[src/rtl/seq_game_ctrl.sv]
// Memory-game sequencer: grows a nibble sequence by one step per round, plays it back
// with fixed show/gap timing, then checks the player's entries step by step.
module seq_game_ctrl #(
  parameter int DEPTH    = 8,
  parameter int SHOW_CYC = 4,
  parameter int GAP_CYC  = 2
) (
  input  logic                       clk,
  input  logic                       rst_n,
  input  logic                       start,
  input  logic [3:0]                 rnd,
  input  logic                       btn_valid,
  input  logic [3:0]                 btn_val,
  output logic                       show_valid,
  output logic [3:0]                 show_val,
  output logic                       await_input,
  output logic [$clog2(DEPTH+1)-1:0] level,
  output logic                       win,
  output logic                       fail
);

  localparam int LEN_W   = $clog2(DEPTH + 1);
  localparam int IDX_W   = $clog2(DEPTH);
  localparam int TMR_MAX = (SHOW_CYC > GAP_CYC) ? SHOW_CYC : GAP_CYC;
  localparam int TMR_W   = (TMR_MAX > 1) ? $clog2(TMR_MAX) : 1;

  localparam logic [TMR_W-1:0] SHOW_LAST = TMR_W'(SHOW_CYC - 1);
  localparam logic [TMR_W-1:0] GAP_LAST  = TMR_W'(GAP_CYC - 1);
  localparam logic [LEN_W-1:0] LEN_FULL  = LEN_W'(DEPTH);
  localparam logic [LEN_W-1:0] LEN_ONE   = LEN_W'(1);

  typedef enum logic [2:0] {
    S_IDLE,
    S_ADD,
    S_PLAY_ON,
    S_PLAY_OFF,
    S_WAIT_IN,
    S_WIN,
    S_FAIL
  } state_t;

  state_t           state;
  state_t           state_next;
  logic [LEN_W-1:0] len;
  logic [LEN_W-1:0] len_next;
  logic [LEN_W-1:0] idx;
  logic [LEN_W-1:0] idx_next;
  logic [LEN_W-1:0] last_idx;
  logic [TMR_W-1:0] timer;
  logic [TMR_W-1:0] timer_next;
  logic             mem_we;
  logic             idx_at_last;
  logic [3:0]       cur_val;
  logic [3:0]       mem [DEPTH];

  // idx never exceeds len-1 and len never exceeds DEPTH, so the narrow slices are safe
  assign last_idx    = len - LEN_ONE;
  assign idx_at_last = (idx == last_idx);
  assign cur_val     = mem[idx[IDX_W-1:0]];

  always_ff @(posedge clk or negedge rst_n) begin
    if (!rst_n) begin
      state <= S_IDLE;
    end else begin
      state <= state_next;
    end
  end

  always_comb begin
    state_next = state;
    len_next   = len;
    idx_next   = idx;
    timer_next = timer;
    mem_we     = 1'b0;
    case (state)
      S_IDLE, S_WIN, S_FAIL: begin
        if (start) begin
          state_next = S_ADD;
          len_next   = '0;
        end
      end
      S_ADD: begin
        mem_we     = 1'b1;
        len_next   = len + LEN_ONE;
        idx_next   = '0;
        timer_next = '0;
        state_next = S_PLAY_ON;
      end
      S_PLAY_ON: begin
        if (timer == SHOW_LAST) begin
          timer_next = '0;
          state_next = S_PLAY_OFF;
        end else begin
          timer_next = timer + TMR_W'(1);
        end
      end
      S_PLAY_OFF: begin
        if (timer == GAP_LAST) begin
          timer_next = '0;
          if (idx_at_last) begin
            idx_next   = '0;
            state_next = S_WAIT_IN;
          end else begin
            idx_next   = idx + LEN_ONE;
            state_next = S_PLAY_ON;
          end
        end else begin
          timer_next = timer + TMR_W'(1);
        end
      end
      S_WAIT_IN: begin
        // A button press wins over a simultaneous start, which is simply not looked at here
        if (btn_valid) begin
          if (btn_val != cur_val) begin
            state_next = S_FAIL;
          end else if (!idx_at_last) begin
            idx_next = idx + LEN_ONE;
          end else if (len == LEN_FULL) begin
            state_next = S_WIN;
          end else begin
            state_next = S_ADD;
          end
        end
      end
      default: state_next = S_IDLE;
    endcase
  end

  always_ff @(posedge clk or negedge rst_n) begin
    if (!rst_n) begin
      len   <= '0;
      idx   <= '0;
      timer <= '0;
      for (int i = 0; i < DEPTH; i++) begin
        mem[i] <= '0;
      end
    end else begin
      len   <= len_next;
      idx   <= idx_next;
      timer <= timer_next;
      if (mem_we) begin
        mem[len[IDX_W-1:0]] <= rnd;
      end
    end
  end

  assign show_valid  = (state == S_PLAY_ON);
  assign show_val    = show_valid ? cur_val : 4'h0;
  assign await_input = (state == S_WAIT_IN);
  assign level       = len;
  assign win         = (state == S_WIN);
  assign fail        = (state == S_FAIL);

endmodule

[config.mk]
export PLATFORM = sky130hd
export DESIGN_NAME = seq_game_ctrl
export DESIGN_NICKNAME = d
export VERILOG_FILES = /design/src/rtl/seq_game_ctrl.sv
export SDC_FILE = /design/constraint.sdc
export NUM_CORES = 1
export LEC_CHECK = 0
export CAP_MARGIN = 30
export CORE_ASPECT_RATIO = 1.25
export CORE_UTILIZATION = 30
export DETAILED_ROUTE_END_ITERATION = 12
export HOLD_SLACK_MARGIN = 0.03
export SYNTH_ARGS = -nofsm -noshare
export SYNTH_HDL_FRONTEND = slang
export SYNTH_SLANG_ARGS = --single-unit
[constraint.sdc]
create_clock -name clk -period 4.69 [get_ports clk]
set_input_delay 0.469 -clock clk [delete_from_list [all_inputs] [get_ports clk]]
set_output_delay 0.469 -clock clk [all_outputs]
set_load 0.05 [all_outputs]
==> summary.txt <==
Synthesis
  – Netlist cell types: 40
  – Syn Nets: 257
  – Post-synthesis register bit count: 45
  – Synthesized instance count: 239
  – Synth Area per Inst: between 10 and 15 µm²
  – Post-synth ARST share: 100%
  – Main area contributors after synthesis: dfrtp_1 44%, mux2_2 13%, nand2_1 3.7%
  – Leading area contributor after synthesis: dfrtp_1
  – EDFF count, synth: 0
  – Synth warn: 0
  – Commonest cells post-synth: 45 x dfrtp_1, 30 x mux2_2, 25 x nand2_1, 18 x nor2_1, 12 x o21ai_0
  – Count leader, synth: dfrtp_1
  – Mapped cell area: 2540 µm²
  – Post-synth top area share: 44.3%
  – Sequential-to-total area share from yosys stat: 44.3%
  – Most used flip-flop cell after synthesis: dfrtp_1

STA
  – Final Hold Viols: 0
  – Slew @ Worst Pin: between 0.8 and 0.9 ns
  – Period utilization: 70.8%
  – RSZ-0062 raised after global routing: no
  – Headroom to the max-slew limit: approximately 43%
  – Final TNS setup: 0 ns
  – Clock Skews: 0.00509 ns
  – Final-report setup violation count: 0
  – Post-route minimum period: 3.32 ns
  – Fmax: approximately 300 MHz
  – Slew Limit Fails: 0

Die
  – Die Y: 105 µm
  – IO Pins: 24
  – Row cnt: 37
  – Initial core utilization: 30.9%
  – Core ar.: a little over 8000 µm²
  – Die width: 84.3 µm
  – Die ar.: 8850 µm²

Pwr
  – Pwr dens: just under 700 nW/µm²
  – Total chip power: 0.00204 W
  – Sw frac: about 44%
  – Leak: 1.24 nW
  – Switching power total: 0.000904 W
  – Pint: 0.00114 W
  – Clock share of power: 11.8%
  – VDD IR-drop max: 0.000304 V
  – Reg power frac: 37.0%
  – Combinational fraction of design power: 51.1%

Worst setup path
  – Reg-to-Reg Start: idx[0]
  – Worst r2r path cells: 7
  – Worst path arrival time: 2.85 ns
  – Critical Path Source Type: flop
  – Crit Path Class: flop to output port
  – R2R Setup Slk: 1.75 ns
  – Setup crit end kind: output port
  – Worst-path maximum fanout: 17
  – R2r endpoint: idx[0]
  – Critical Path RT: ~4.2 ns
  – Setup crit end: show_val[1]
  – Worst Setup SP: idx[0]

Layout
  – Number of diodes: 0
  – Nets: 279
  – Core Util, Final: 35.9%
  – Share of layout cells above drive strength 1: 18.7%
  – Area of the multi-input gates: 1330 µm²
  – # fillers: 829
  – Register area: 1130 µm²
  – P&R area growth vs syn: 16.3%

Global routing
  – Overflow after GRT: 0
  – GRT Total Usage: between 10% and 20%
  – Vias in the first global route: 1933
  – First-pass GRT wire length: 9670 µm
  – Largest net degree at the start of global routing: 41
  – Initial antenna violation count: 0

Drt
  – DR DRC count: 2
  – WL per Instance: 15.8 µm
  – Antenna-violating nets left: 0
  – Vias: 1847
  – Pre-antenna DRT Iters: 8
  – Detailed Route WL: 5690 µm
  – DR iter-0 viols: 53
  – DR vias/cell: between 5 and 6

Clock tree
  – Clock Sink Count: 45
  – Clock root cell: clkbuf_8
  – Post-CTS sizing: 0
  – Worst-path clk slew: 0.09 ns
  – CTS tree: built
  – Num CTS Buffers: 5
  – H-tree depth: 2
  – CTS Buffer Depth: 2
  – Clock latency on the worst-skew pair: 0.30 ns

Place
  – HPWL Detailed: 4050 µm
  – GP Congestion: 0.791
  – PortBufs: 23

Min path
  – Min-delay worst type: flop to flop

Outcome
  – Failing checks: DRC
  – Status: finished with violations

Run
  – MaxCap Viol Count: 0
==> worst min path at each step <==
| stage | from | end | cells after the start |
|---|---|---|---|
| after global routing | rst_n | timer[0] | 2 |
| after global placement | mem[1] | mem[1] | 2 |
| after CTS | mem[0] | mem[0] | 2 |
| after floorplan | rst_n | idx[0] | 0 |
| after detailed placement | rst_n | timer[1] | 1 |
| final | mem[0] | mem[0] | 2 |
==> worst max-delay path: stages, from the launching register on <==
cell and delay (ns):
dfrtp_1 0.90, mux4_2 0.58, nor2b_1 0.15, a21oi_2 0.16
nor2_1 0.06, clkdlybuf4s50_1 0.70
==> kinds of logic after synthesis <==
logic type / synth area share (%)
buf+inv: 3.45
simple gates: 14.0
flops: 44.3
compound gates: 10.7
fa+ha+maj: 2.95
xor+xnor: 3.45
mux: 21.2
==> through the flow <==
| step | hold slack, ns | cells | area (µm²) | worst slack (ns) |
|---|---|---|---|---|
| 3_5_place_dp | 0.311 | 350 | 2860 | 1.67 |
| 5_1_grt | 0.526 | 359 | 2960 | 1.19 |
| 2_1_floorplan | 0.173 | 239 | 2540 | 2.31 |
| 4_1_cts | 0.485 | 359 | 2960 | 1.32 |
| 3_3_place_gp | 0.462 | 349 | 2840 | 1.69 |
| 6_report | 0.484 | 359 | 2960 | 1.37 |
==> repair_timing <==
action | in CTS | in global routing
hold endpoints to repair | 5 | 0
hold buffers | 1 | 0
setup buffers | 0 | 0
==> metal layers <==
layer	part of all wire, %	GRT usage, %	wire length [µm]	vias up
met5	0	0	0	-
met4	2.3	5.57	129	0
met3	3.6	2.92	204	10
met2	48	23.0	2720	46
met1	46	18.1	2640	907
li1	-	-	-	884
==> power by group through the flow <==
stage	Clock, W	Combinational, W	Sequential, W
6_report	0.000241	0.00104	0.000755
5_1_grt	0.000267	0.00115	0.000788
4_1_cts	0.000247	0.00105	0.000756
3_5_place_dp	0	0.00105	0.000764
3_3_place_gp	0	0.00102	0.000760
2_1_floorplan	0	0.000839	0.000698
==> flip-flops by register name, indices dropped and copies added (netlist names) <==
signal,count
idx,4
level,4
mem,32
state,3
timer,2
==> cell usage in the layout, fill, tap and decap left out, types with 3 or more instances in the layout <==
cell type and n:
clkbuf_8 5, dfrtp_1 45, o21ai_0 12, a21oi_1 7, and3_1 3, xor2_1 8
mux2_2 30, nor2b_1 7, nor2_1 18, nor3_1 3, ha_1 6, a22oi_1 4
nand2b_1 5, mux4_2 4, nand3_1 4, clkdlybuf4s50_1 22, inv_1 10, mux2i_1 8
nand2_1 25, and2_1 4
==> layout make-up <==
class                           instances  area share [%]
Clock buffer                            6            2.45
Clock inverter                          2           0.508
Inverter                               10            1.27
Multi-Input combinational cell        174            44.9
Sequential cell                        45            38.1
Tap cell                               97            4.10
Timing Repair Buffer                   25            8.63
Note: power is estimated with default switching activity, not from simulation.
